==> src/rtl/glyph_pkg.sv <==
// Shared constants and types for the text-mode glyph renderer.
package glyph_pkg;
  localparam int H_ORIGIN     = 48;
  localparam int V_ORIGIN     = 33;
  localparam int COLS         = 80;
  localparam int ROWS         = 30;
  localparam int BLINK_FRAMES = 30;
  localparam int PIPE_DEPTH   = 5;

  typedef logic [7:0] rgb332_t;

  // Per-pixel side information that travels alongside the RAM/ROM fetches.
  typedef struct packed {
    logic [2:0] xbit;
    logic [3:0] grow;
    logic       bright;
    logic       area;
    logic       cur;
  } pix_t;
endpackage

==> src/rtl/blink_timer.sv <==
// Cursor blink timer: counts vsync falling edges and toggles the blink phase.
module blink_timer #(
  parameter int FRAMES = 30
) (
  input  logic clk,
  input  logic rst_n,
  input  logic vsync,
  output logic phase
);
  localparam int CW = (FRAMES > 2) ? $clog2(FRAMES) : 1;

  logic          vs_q;
  logic [CW-1:0] frame_cnt;

  always_ff @(posedge clk or negedge rst_n) begin
    if (!rst_n) begin
      vs_q      <= 1'b1;
      frame_cnt <= '0;
      phase     <= 1'b1;
    end else begin
      vs_q <= vsync;
      if (vs_q && !vsync) begin
        if (frame_cnt == CW'(FRAMES - 1)) begin
          frame_cnt <= '0;
          phase     <= ~phase;
        end else begin
          frame_cnt <= frame_cnt + 1'b1;
        end
      end
    end
  end
endmodule

==> src/rtl/glyph_renderer.sv <==
// Text-mode pixel pipeline: char RAM -> font ROM -> colour, 5 clk from counters to rgb.
module glyph_renderer
  import glyph_pkg::rgb332_t;
  import glyph_pkg::pix_t;
  import glyph_pkg::PIPE_DEPTH;
#(
  parameter int H_ORIGIN     = glyph_pkg::H_ORIGIN,
  parameter int V_ORIGIN     = glyph_pkg::V_ORIGIN,
  parameter int COLS         = glyph_pkg::COLS,
  parameter int ROWS         = glyph_pkg::ROWS,
  parameter int BLINK_FRAMES = glyph_pkg::BLINK_FRAMES
) (
  input  logic          clk,
  input  logic          rst_n,
  input  logic [10:0]   pixel_cnt,
  input  logic [10:0]   line_cnt,
  input  logic          bright,
  input  logic          hsync_in,
  input  logic          vsync_in,
  output logic [11:0]   char_addr,
  input  logic [7:0]    char_data,
  output logic [11:0]   font_addr,
  input  logic [7:0]    font_data,
  input  rgb332_t       fg_color,
  input  rgb332_t       bg_color,
  input  logic          cursor_en,
  input  logic [6:0]    cursor_col,
  input  logic [4:0]    cursor_row,
  output rgb332_t       rgb,
  output logic          hsync_out,
  output logic          vsync_out
);
  localparam int FONT_STG = 2;
  localparam int LAST     = PIPE_DEPTH - 1;

  logic [10:0] x, y;
  logic [6:0]  col;
  logic [4:0]  row;
  logic [2:0]  xbit;
  logic [3:0]  grow;
  logic [11:0] addr_sum;
  logic        area, cur, phase;
  logic        unused_bits;

  assign x    = pixel_cnt - 11'(H_ORIGIN);
  assign y    = line_cnt - 11'(V_ORIGIN);
  assign col  = x[9:3];
  assign xbit = x[2:0];
  assign row  = y[8:4];
  assign grow = y[3:0];
  assign unused_bits = ^{x[10], y[10:9]};

  // The counter-origin tests mask the wraparound of x/y below the origin.
  assign area = (pixel_cnt >= 11'(H_ORIGIN)) && (line_cnt >= 11'(V_ORIGIN)) &&
                (col < 7'(COLS)) && (row < 5'(ROWS));

  // row*80 as row*64 + row*16
  assign addr_sum = 12'({row, 6'b0}) + 12'({row, 4'b0}) + 12'(col);

  assign cur = cursor_en && phase && (col == cursor_col) && (row == cursor_row) &&
               (grow >= 4'd14);

  blink_timer #(.FRAMES(BLINK_FRAMES)) u_blink (
    .clk   (clk),
    .rst_n (rst_n),
    .vsync (vsync_in),
    .phase (phase)
  );

  pix_t [LAST:1]   pipe;
  logic [LAST:0]   hs_d, vs_d;

  always_ff @(posedge clk or negedge rst_n) begin
    if (!rst_n) begin
      char_addr <= '0;
      font_addr <= '0;
      rgb       <= '0;
      pipe      <= '0;
      hs_d      <= '1;
      vs_d      <= '1;
    end else begin
      char_addr <= area ? addr_sum : 12'd0;
      pipe[1]   <= {xbit, grow, bright, area, cur};
      for (int i = 2; i <= LAST; i++) pipe[i] <= pipe[i-1];
      font_addr <= {char_data, pipe[FONT_STG].grow};
      hs_d      <= {hs_d[LAST-1:0], hsync_in};
      vs_d      <= {vs_d[LAST-1:0], vsync_in};
      if (!pipe[LAST].bright)
        rgb <= 8'h00;
      else if (!pipe[LAST].area)
        rgb <= bg_color;
      else if (font_data[3'd7 - pipe[LAST].xbit] || pipe[LAST].cur)
        rgb <= fg_color;
      else
        rgb <= bg_color;
    end
  end

  assign hsync_out = hs_d[LAST];
  assign vsync_out = vs_d[LAST];
endmodule

==> config.mk <==
export PLATFORM = sky130hd
export DESIGN_NAME = glyph_renderer
export DESIGN_NICKNAME = d
export VERILOG_FILES = /design/src/rtl/glyph_pkg.sv /design/src/rtl/blink_timer.sv /design/src/rtl/glyph_renderer.sv
export SDC_FILE = /design/constraint.sdc
export NUM_CORES = 1
export LEC_CHECK = 0
export ABC_AREA = 1
export BUFFER_PORTS_ARGS = -buffer_cell sky130_fd_sc_hd__buf_2
export CORE_ASPECT_RATIO = 2
export CORE_MARGIN = 2
export CORE_UTILIZATION = 35
export CTS_CLUSTER_SIZE = 12
export DETAILED_ROUTE_END_ITERATION = 10
export HOLD_SLACK_MARGIN = 0.1
export PLACE_DENSITY = 0.59
export SYNTH_ARGS = -nofsm -noshare
export SYNTH_HDL_FRONTEND = slang
export SYNTH_SLANG_ARGS = --single-unit
==> constraint.sdc <==
create_clock -name clk -period 2.3 [get_ports clk]
set_clock_uncertainty 0.2 [all_clocks]
set_input_delay 0.46 -clock clk [delete_from_list [all_inputs] [get_ports clk]]
set_output_delay 0.46 -clock clk [all_outputs]
set_load 0.02 [all_outputs]
# Word-level counts from Yosys, hierarchy flattened
# Cells that the tools add are included.
[op_classes] n_addsub=6 magnitude_cmp=6 n_eq_ne=3 n_mux=7 bitwise_logic=1 reduce_logical=11
[ops] op="$mux W8" n=3
[ops] op="$ge A11 B6 Y1 const B" n=2
[ops] op="$add A11 B9 Y12" n=1
[ops] op="$add A12 B7 Y12" n=1
[ops] op="$mux W12" n=1
[ops] op="$sub A10 B6 Y10 const B" n=1
[ops] op="$sub A9 B6 Y9 const B" n=1
[ops] op="$logic_and A1 B1 Y1" n=8
[ops] op="$eq A7 B7 Y1" n=1
[ops] op="$lt A7 B7 Y1 const B" n=1
[ops] op="$add A5 B1 Y5 const B" n=1
[ops] op="$eq A5 B5 Y1" n=1
[ops] op="$eq A5 B5 Y1 const B" n=1
[ops] op="$lt A5 B5 Y1 const B" n=1
[ops] op="$mux W5" n=1
[ops] op="$ge A4 B4 Y1 const B" n=1
[ops] op="$lt A3 B4 Y1 const B" n=1
[ops] op="$bmux W1 S3" n=1
[ops] op="$sub A3 B3 Y3 const A" n=1
[ops] op="$reduce_and A2 Y1" n=1
[ops] op="$logic_not A1 Y1" n=1
[ops] op="$logic_or A1 B1 Y1" n=1
[ops] op="$mux W1" n=1
[ops] op="$not A1 Y1" n=1
[word_totals] register_bits=81 input_bits=72 output_inout_bits=34 word_cells=60

# Depth between registers and ports, before layout
[depth] word_depth=7 ltp_mapped=17 depth_no_buf=17

# Modules after synthesis
# A second synthesis with hierarchy kept.
[hier_totals] hier_cells=355 hier_area_um2=3543.4
[modules_own_cells] module="glyph_renderer" instances=1 cells_per_inst=310 area_each_um2=3170.5 seq_area_each_um2=1864.3
[modules_own_cells] module="blink_timer" instances=1 cells_per_inst=45 area_each_um2=372.9 seq_area_each_um2=177.7

# Worst setup path after synthesis
# No wires, ideal clock.
[synth_timing] kind="input to register" startpoint="in line_cnt[1]" endpoint="reg char_addr[9]" t_arrival_ns=2.557 slack_ns=-0.577 path_stages=14 cell_sequence="inv_1 ha_1 inv_2 nor2_2 nand2_2 nand2_2 nand2_1 nand2_2 fa_1 fa_1 o21bai_1 a21oi_1 xor2_1 nor2_2"
[synth_between] elab_chain_cells=5 elab_cells_between_ends=9 classes_between="add/sub: 3; order compare: 2; mux: 1; reduce/logical: 3"
[synth_rtl] item="start: declaration" line="glyph_renderer.sv:16" rtl="input logic [10:0] line_cnt,"
[synth_rtl] item="branches (longest 4 deep; another with $add A11 B9 Y12)"
[synth_rtl] item="$mux W12 (*)" line="glyph_renderer.sv:82" rtl="char_addr <= area ? addr_sum : 12'd0;"
[synth_rtl] item="end signal: assignment" line="glyph_renderer.sv:82"
[synth_rtl] item="end: declaration" line="glyph_renderer.sv:20" rtl="output logic [11:0] char_addr,"
# Mark *: on every way between the ends.
# A chain may end at the register's enable or synchronous reset.

# Worst setup path after layout
[layout_timing] startpoint="in line_cnt[0]" endpoint="reg char_addr[9]"
# Same word-level chain as after synthesis.

==> flow_metrics.tcl <==
set metrics [dict create \
    status "finished, violations left" \
    violations "negative setup slack" \
    wl_um 8060 \
    whs_ns 0.142 \
    grt_usage_pct 16.2 \
    crit_required_ns 2.31 \
    min-delay-start "pipe[18]" \
    ys.flop_type "dfrtp_1" \
    n_fill_cell 869 \
    antenna_found_initial 0 \
    wl_per_cell_um 12.0 \
    crit_top_cell "nand2_4" \
    synth-edff-count 0 \
    syn_nets 439 \
    crit_family "adder cells" \
    power_density_nw_per_um2 768 \
    placed_area_um2 4690 \
    start_kind "input port" \
    synthArstFlopShare_pct 100 \
    critPathArrivalTime_ns 2.51 \
    htree_levels 3 \
    route.detailed.drc 0 \
    cts_buffers 9 \
    worst_pin_slew_ns 0.419 \
    drt-pass1-iter-count 6 \
    multi_input_area_um2 1460 \
    layout.nets 624 \
    ys_ff_latch 80 \
    rsz0062_at_grt "yes" \
    crit_chain "buf_8, inv_4, ha_4, inv_2, nor2_2, nand2_2, nand2_4, nand2_4, nand2_4, fa_2, fa_2, o21bai_1, a21oi_2, xor2_1, nor2_2" \
    cp.depth 15 \
    clkTransAtPathRegs_ns 0.05 \
    clock-root-buffer "clkbuf_16" \
    hp-class "reg2reg" \
    num_vias 2919 \
    cp_num_buf_inv 3 \
    path_max_fanout 4 \
    leakage_nw 2.75 \
    layout-drive-gt1-share_pct 48.7 \
    hold_violations 0 \
    regArea_um2 2020 \
    setup_slack_ns -0.202 \
    dieArea_um2 10900 \
    cts_buffer_depth 2 \
    relSlewSlack_pct 72.1 \
    total_power_w 0.00410 \
    cp_slowest_stage_delay_ns 0.46 \
    ys_warn_count 0 \
    die_h_um 146 \
    critical_path_class "in2reg" \
    io_buffers 105 \
    r2r_cells 9 \
    core_um2 9760 \
    regToRegStartpoint "pipe[37]" \
    start_util_pct 35.9 \
    ios 106 \
    synth_cell_types 31 \
    drt_iter0_markers 103 \
    max-cap-violations 0 \
    postLayoutCellArea_um2 5340 \
    setup_viol 5 \
    diodes 0 \
    die_x_um 74.8 \
    ir_worst_vdd_v 0.000369 \
    syn_inst 350 \
    crit_path_end_kind "flip-flop" \
    routed_via_density 4.34 \
    yosysSeqAreaShare_pct 57.5 \
    clock_latency_ns 0.32 \
    drtAntennaViolNets 0 \
    min_path_cells 0 \
    gr-total-overflow 0 \
    grt_max_degree 34 \
    fin_crit_sh_pct 109 \
    areaGrowthSynthToFinish_pct 52.3 \
    max_freq_mhz 400 \
    first_global_vias 3125 \
    syn-mean-instance-area_um2 10.0 \
    slowest_stage "fa_2" \
    gp_congestion 0.875 \
    critPathLaunch "line_cnt[0]" \
    row_count 51 \
    cts_tree "built" \
    grt_pass1_wl_um 13300 \
    clkSinkCount 80 \
    place_hpwl_um 6570 \
    synthesis.area_um2 3500 \
    drv_slew 0 \
    fin_crit_ns 2.50 \
]
[final cells by class]
| class | count | share of cell area, % |
|---|---|---|
| Sequential cell | 80 | 37.8 |
| Multi-Input combinational cell | 218 | 27.4 |
| Timing Repair Buffer | 175 | 21.5 |
| Clock buffer | 10 | 4.29 |
| Inverter | 51 | 3.94 |
| Tap cell | 132 | 3.09 |
| Clock inverter | 6 | 2.02 |
[synth_stat cells, types with 2 or more instances]
| cell | number | share of area [%] |
|---|---|---|
| dfrtp_1 | 69 | 49 |
| nand2_1 | 49 | 5.2 |
| inv_1 | 44 | 4.7 |
| nor2_1 | 41 | 4.4 |
| nand3_1 | 30 | 4.3 |
| nand2_2 | 17 | 3.0 |
| ha_1 | 15 | 5.4 |
| nor2_2 | 13 | 2.3 |
| dfstp_2 | 11 | 8.2 |
| o21ai_0 | 10 | 1.4 |
| inv_2 | 7 | 0.75 |
| nand3b_1 | 5 | 1.1 |
| xnor2_1 | 5 | 1.2 |
| a21oi_1 | 4 | 0.57 |
| xor2_1 | 4 | 1.0 |
| nand3_2 | 3 | 0.86 |
| nand4_1 | 3 | 0.54 |
| nor2_4 | 3 | 0.96 |
| fa_1 | 2 | 1.1 |
| nor3_1 | 2 | 0.29 |
| o21ai_2 | 2 | 0.50 |
| o22ai_1 | 2 | 0.36 |
[path summary, 6_finish.rpt]
kind	to	slack, ns
worst min register to register	pipe[28]	0.14
max in group asynchronous	vs_d[3]	0.86
min in group asynchronous	font_addr[8]	0.41
worst min-delay path	pipe[28]	0.14
worst max register to register	rgb[3]	0.61
worst max-delay path	char_addr[9]	-0.20
[cell families after synthesis]
| kind of cell | synth area share [%] |
|---|---|
| compound gates | 3.96 |
| flops | 57.5 |
| simple gates | 23.3 |
| fa+ha+maj | 6.50 |
| buf+inv | 5.78 |
| xor+xnor | 2.89 |
[per-stage QoR]
stage                     std cells  setup slack [ns]  TNS (ns)  utilization (%)
after floorplan                 350            -0.352     -1.54                -
after global placement          635            -0.673     -3.72             48.0
after detailed placement        635            -0.713     -4.14             48.0
after CTS                       672            -0.200    -0.888             54.5
after global routing            672            -0.333     -1.53             54.7
final                           672            -0.202    -0.878             54.7
[routing by layer]
| metal | up-vias | GRT usage (%) | part of all wire (%) |
|---|---|---|---|
| li1 | 1472 | - | - |
| met1 | 1317 | 14.6 | 33 |
| met2 | 102 | 30.1 | 56 |
| met3 | 28 | 3.32 | 4.4 |
| met4 | 0 | 10.7 | 5.6 |
| met5 | - | 0 | 0 |
[sequential cells by signal (all words and copies together) (netlist names)]
signal,cells
pipe,32
char_addr,12
font_addr,12
rgb,8
hs_d,5
u_blink.frame_cnt,5
vs_d,5
u_blink.phase,1
[report_power, final]
part / switching (W) / internal (W)
clock: 0.000503 / 0.00105
combinational: 0.000487 / 0.000419
sequential: 0.0000656 / 0.00157
[placed cells by master (no fill, tap or decap), drive strengths merged, types with 2 or more instances in the layout]
cell / count
nand2: 66
o21ai: 12
nand3: 33
bufinv: 3
dfrtp: 69
buf: 159
nand4: 3
o22ai: 2
nor2: 57
dfstp: 11
xnor2: 5
a21oi: 5
dlygate4sd3: 16
inv: 51
xor2: 4
nor3: 2
clkinv: 2
fa: 2
ha: 15
nand3b: 5
clkbuf: 10
[repair_timing]
action	CTS	global route
endpoints found under the setup margin	6	6
hold buffers	16	0
pin swaps	12	9
endpoints found under the hold margin	45	0
setup buffers	5	0
cloned	0	0
resized for setup	25	4
(Power assumes the default switching activity.)
